### config.mk
export PLATFORM = sky130hd
export DESIGN_NAME = pio_in_edge_irq
export DESIGN_NICKNAME = d
export VERILOG_FILES = /design/src/rtl/pio_in_edge_irq.sv
export SDC_FILE = /design/constraint.sdc
export NUM_CORES = 1
export LEC_CHECK = 0
export CAP_MARGIN = 10
export CORE_MARGIN = 3
export CORE_UTILIZATION = 42
export DETAILED_ROUTE_END_ITERATION = 7
export PLACE_DENSITY_LB_ADDON = 0.12
export SKIP_CTS_REPAIR_TIMING = 1
export SYNTH_ARGS = -nofsm -noshare
export SYNTH_HDL_FRONTEND = slang
export SYNTH_SLANG_ARGS = --single-unit
### constraint.sdc
create_clock -name clk -period 1.1 [get_ports clk]
set_clock_uncertainty 0.1 [all_clocks]
set_input_delay 0.11 -clock clk [delete_from_list [all_inputs] [get_ports clk]]
set_output_delay 0.11 -clock clk [all_outputs]
set_load 0.1 [all_outputs]
### src/rtl/pio_in_edge_irq.sv
// pio_in_edge_irq: Avalon-MM input PIO with per-bit rise/fall edge selection,
// write-1-to-clear edge capture, level IRQ and an optional debounce filter.
// Optional feature macro: PIO_IN_DEBOUNCE_EN (builds per-channel debounce
// counters and the DBNC_PERIOD register; otherwise q is s registered once).
module pio_in_edge_irq #(
    parameter int unsigned WIDTH       = 8,
    parameter int unsigned SYNC_STAGES = 2,
    parameter int unsigned DBNC_W      = 16
) (
    input  logic             clk,
    input  logic             reset_n,
    input  logic [2:0]       address,
    input  logic             chipselect,
    input  logic             write_n,
    input  logic [31:0]      writedata,
    input  logic [WIDTH-1:0] in_port,
    output logic [31:0]      readdata,
    output logic             irq
);

    typedef enum logic [2:0] {
        ADDR_DATA     = 3'd0,
        ADDR_RISE_EN  = 3'd1,
        ADDR_IRQ_MASK = 3'd2,
        ADDR_CAPTURE  = 3'd3,
        ADDR_FALL_EN  = 3'd4,
        ADDR_DBNC     = 3'd5,
        ADDR_STATUS   = 3'd6,
        ADDR_RSVD     = 3'd7
    } reg_addr_e;

    logic             wr_en;
    logic [WIDTH-1:0] sync_ff [SYNC_STAGES];
    logic [WIDTH-1:0] s;
    logic [WIDTH-1:0] q;
    logic [WIDTH-1:0] q_nxt;
    logic [WIDTH-1:0] rise_en;
    logic [WIDTH-1:0] fall_en;
    logic [WIDTH-1:0] irq_mask;
    logic [WIDTH-1:0] capture;
    logic [WIDTH-1:0] edge_set;
    logic [WIDTH-1:0] w1c;
    logic [31:0]      rd_nxt;
    logic             unused_wdata;

    assign wr_en        = chipselect && !write_n;
    assign unused_wdata = &{1'b0, writedata};

    // Synchroniser chain: in_port -> sync_ff[0] -> ... -> s
    always_ff @(posedge clk or negedge reset_n) begin
        if (!reset_n) begin
            for (int unsigned k = 0; k < SYNC_STAGES; k++) begin
                sync_ff[k] <= '0;
            end
        end else begin
            sync_ff[0] <= in_port;
            for (int unsigned k = 1; k < SYNC_STAGES; k++) begin
                sync_ff[k] <= sync_ff[k-1];
            end
        end
    end

    assign s = sync_ff[SYNC_STAGES-1];

`ifdef PIO_IN_DEBOUNCE_EN
    logic [DBNC_W-1:0] dbnc_period;
    logic [DBNC_W-1:0] cnt [WIDTH];

    // Next filtered value: a channel flips once its counter has reached P.
    // ">=" rather than "==" so a period lowered below a running count
    // still releases on the next mismatching cycle instead of wrapping.
    always_comb begin
        q_nxt = q;
        for (int unsigned i = 0; i < WIDTH; i++) begin
            if ((s[i] != q[i]) && (cnt[i] >= dbnc_period)) begin
                q_nxt[i] = s[i];
            end
        end
    end

    // Per-channel debounce counters
    always_ff @(posedge clk or negedge reset_n) begin
        if (!reset_n) begin
            for (int unsigned i = 0; i < WIDTH; i++) begin
                cnt[i] <= '0;
            end
        end else begin
            for (int unsigned i = 0; i < WIDTH; i++) begin
                if (s[i] == q[i]) begin
                    cnt[i] <= '0;
                end else if (cnt[i] >= dbnc_period) begin
                    cnt[i] <= '0;
                end else begin
                    cnt[i] <= cnt[i] + DBNC_W'(1);
                end
            end
        end
    end

    // Debounce period register
    always_ff @(posedge clk or negedge reset_n) begin
        if (!reset_n) begin
            dbnc_period <= '0;
        end else if (wr_en && (address == ADDR_DBNC)) begin
            dbnc_period <= writedata[DBNC_W-1:0];
        end
    end
`else
    logic [DBNC_W-1:0] unused_period;

    assign unused_period = '0;
    assign q_nxt         = s;
`endif

    // Filtered input register
    always_ff @(posedge clk or negedge reset_n) begin
        if (!reset_n) begin
            q <= '0;
        end else begin
            q <= q_nxt;
        end
    end

    assign edge_set = (q_nxt & ~q & rise_en) | (~q_nxt & q & fall_en);
    assign w1c      = (wr_en && (address == ADDR_CAPTURE)) ? writedata[WIDTH-1:0] : '0;

    // Control registers and edge capture (a new edge overrides a same-cycle clear)
    always_ff @(posedge clk or negedge reset_n) begin
        if (!reset_n) begin
            rise_en  <= '0;
            fall_en  <= '0;
            irq_mask <= '0;
            capture  <= '0;
        end else begin
            if (wr_en && (address == ADDR_RISE_EN)) begin
                rise_en <= writedata[WIDTH-1:0];
            end
            if (wr_en && (address == ADDR_IRQ_MASK)) begin
                irq_mask <= writedata[WIDTH-1:0];
            end
            if (wr_en && (address == ADDR_FALL_EN)) begin
                fall_en <= writedata[WIDTH-1:0];
            end
            capture <= (capture & ~w1c) | edge_set;
        end
    end

    assign irq = |(capture & irq_mask);

    // Read mux
    always_comb begin
        rd_nxt = '0;
        case (address)
            ADDR_DATA:     rd_nxt[WIDTH-1:0] = q;
            ADDR_RISE_EN:  rd_nxt[WIDTH-1:0] = rise_en;
            ADDR_IRQ_MASK: rd_nxt[WIDTH-1:0] = irq_mask;
            ADDR_CAPTURE:  rd_nxt[WIDTH-1:0] = capture;
            ADDR_FALL_EN:  rd_nxt[WIDTH-1:0] = fall_en;
`ifdef PIO_IN_DEBOUNCE_EN
            ADDR_DBNC:     rd_nxt[DBNC_W-1:0] = dbnc_period;
`else
            ADDR_DBNC:     rd_nxt = '0;
`endif
            ADDR_STATUS: begin
                rd_nxt[0]    = irq;
                rd_nxt[13:8] = 6'(WIDTH);
            end
            ADDR_RSVD:     rd_nxt = '0;
            default:       rd_nxt = '0;
        endcase
    end

    // Registered read data, updated every cycle regardless of chipselect
    always_ff @(posedge clk or negedge reset_n) begin
        if (!reset_n) begin
            readdata <= '0;
        end else begin
            readdata <= rd_nxt;
        end
    end

endmodule

==> results.txt <==
The first-pass iteration count of the detailed router came out at 4. The congestion estimate from routability-driven global placement came to slightly below 0.8. Counting I/O delays and the setup requirement, the final critical path takes 1590 ps. The floorplan step defined a die boundary enclosing roughly 7600 um^2. The final layout net count came out at 347. Summed over all cells, the static leakage comes to 1.81 nW.

In this run the power density over the cells is 1900 nW/um^2. The total I/O pin count is 80. The count of final hold-check violations came out at 0. TritonCTS created 9 clock buffers.

The via total after detailed routing came out at roughly 1900. The fraction of layout cells with a size suffix above 1 is 36.4%. The startpoint type of the worst setup path is a flip-flop. The kind of end point of the critical path is an output port.

The logic depth of the worst register-to-register path is 5. The post-route cell area came out at just under 4000 um^2. The via count normalized by instance count came out at a little under 5. In this run, synthesis produced a sequential element count of 65. The total length of routed wires is between 5000 and 6000 um.

The startpoint identified for the worst hold timing path is in_port[5]. The maximum level of the CTS H-tree is 3. The initial antenna violation count came out at 0. The setup path with the least slack is of type flip-flop to output port. In this run the mean area of a mapped cell was ~12 um^2.

The root buffer cell chosen for the clock tree is clkbuf_8. The maximum count of clock buffers along a single path came out at 2. TritonCTS built the clock tree. Along the worst path, the maximum fanout reaches 3. The portion of the post-synthesis area used by sequential elements is between 50 and 60%.

From synthesis to final layout, the design area changed by 40.2%. The checks that failed: setup timing. The count of inserted antenna diode cells came out at 0.

Across every metal layer, demand over resource in global routing totals 16.9%. The via count of the first global-routing pass came to between 1500 and 2000. The number of warnings printed during yosys synthesis is 0. The area of placed instances came out at 3500 um^2. The endpoint identified for the worst register-to-register timing path is readdata[0]$_DFF_PN0_.

The number of distinct library cell variants in the gate-level netlist after synthesis came out at 27. The maximum vdd ir drop is ~0.0010 V. The synthesized cell area came out at between 2000 and 3000 um^2. The number of cells on the worst hold path is 1. The worst setup slack before clock tree synthesis is -706 ps. The number of antenna-violating nets in the routed design is 0.

The initialized floorplan defines 28 standard-cell rows. The overall power after layout is around 7.3 mW. The pin count of the biggest net entering global routing is between 60 and 70. The detailed router finished its first iteration with 97 violations.

After detailed routing, the number of remaining DRC violations is 0. The final-report max-slew violation count was 0. Setup repair after global routing could not meet its margin everywhere.

The core region is slightly above 6000 um^2. The HPWL after detailed placement came out at slightly below 4000 um. At the end of the flow the core is filled with cells to 63.1%. For the worst setup path, the data arrival time is about 1400 ps. The placed cell count is around 360. The post-route worst hold slack came out at 103 ps. The flow ran to the end, but the final reports show violations.

The average detailed-routed wire length per instance is about 16 um. The clock slew seen by the registers of the worst setup and hold paths came out at 70 ps. Timing would allow up to approximately 0.63 GHz.

For hold timing, the worst endpoint is sync_ff[13]$_DFF_PN0_. The max-cap check violation count came out at 0. Setup total negative slack on the finished layout was measured at -1030 ps. The post-layout worst setup margin came out at -492 ps. At the later pin of the worst-skew pair, clock insertion delay measures about 340 ps. The port buffer count is 32. The startpoint of the worst-slack reg-to-reg timing path is irq_mask[0]$_DFFE_PN0P_.

The wire length of the first global-routing pass came out at around 9500 um. The final critical-path share of the clock period is 145%. The post-synthesis instance total came out at ~220.

The non-filler instance count after layout is 380. The initial core utilization is between 40 and 50%. The total overflow reported by the global router came out at 0.

In this run the worst hold path is classified as primary input to flip-flop. The overall die width came out at 87.0 um. Measured along the y axis, the die boundary spans 87.0 um. The final number of setup-violating endpoints came out at 19. The clock net in this run drives a total of between 60 and 70 sinks.

The required time of the critical path is roughly 890 ps. The setup slack on the worst flop-to-flop path is -200 ps.
[per-layer routing]
metal	vias up	share of wire [%]	global-route usage, %
li1	883	-	-
met4	0	2.0	8.92
met1	906	46	22.3
met5	-	0	0
met3	13	5.6	4.07
met2	54	46	25.8
[cells in the final DEF (no fill, tap or decap), types with 7 or more instances in the layout]
master	count
dfrtp_1	65
mux2i_1	10
buf_4	41
mux2_4	17
clkbuf_8	11
conb_1	23
a21o_1	8
o21ai_0	7
nand2_1	19
mux2_2	8
a21oi_1	7
nand3b_1	8
nor2_1	8
clkdlybuf4s50_1	16
buf_12	11
[flip-flops by register name (all words and copies together) (netlist names)]
register and count:
readdata 9, capture 8, fall_en 8, irq_mask 8, q 8, q_nxt 8
rise_en 8, sync_ff 8
[report_power, final]
part / leakage [nW] / switching [mW] / internal (mW)
registers: 0.763 / 0.252 / 2.72
clock network: 0.109 / 0.916 / 1.40
logic: 0.941 / 1.15 / 0.910
total: 1.81 / 2.32 / 5.03
[worst max-delay path by stage]
stage / from / to
2_1_floorplan: irq_mask[0]$_DFFE_PN0P_ / readdata[0]$_DFF_PN0_
3_5_place_dp: address[0] / readdata[0]$_DFF_PN0_
4_1_cts: capture[1]$_DFF_PN0_ / irq
3_3_place_gp: address[0] / readdata[0]$_DFF_PN0_
5_1_grt: capture[1]$_DFF_PN0_ / irq
6_report: irq_mask[5]$_DFFE_PN0P_ / irq
[cell families (layout without fill, tap and decap cells)]
group | count (synthesis) | after routing | synth area share [%]
compound gates | 37 | 37 | 8.35
buf+inv | 31 | 93 | 7.71
flops | 65 | 65 | 59.0
mux | 36 | 36 | 14.7
other cells | 1 | 23 | 0.136
simple gates | 51 | 51 | 10.2
[synthesized netlist by cell type (all sizes together)]
cell	instances	area, um^2
mux2i	10	100
nor3	1	16.3
buf	30	209
nand4	1	6.26
inv	1	3.75
conb	1	3.75
o21ai	9	45.0
nand3	2	10.0
nand3b	8	60.1
nand2b	4	25.0
nor3b	1	18.8
o22ai	7	43.8
a21oi	7	35.0
a22oi	5	37.5
or3	1	6.26
mux2	25	282
a21o	8	60.1
nor2	9	33.8
mux4	1	22.5
nor2b	2	12.5
and4b	1	10.0
a22o	1	8.76
nand2	20	75.1
and2	1	6.26
dfrtp	65	1630
[critical path, stage by stage, from the launching register on]
cell and delay [ps]:
dfrtp_1 410, a22oi_2 200, nand4_1 200, buf_12 230
[final cells by class]
type,count,area (um^2)
clock buffer,12,155
fill,486,2260
timing repair buffer,76,777
tap,75,93.8
clock inverter,4,75.1
multi-input combinational,147,1130
inverter,1,3.75
sequential,65,1630
Note: power is estimated with default switching activity, not from simulation.
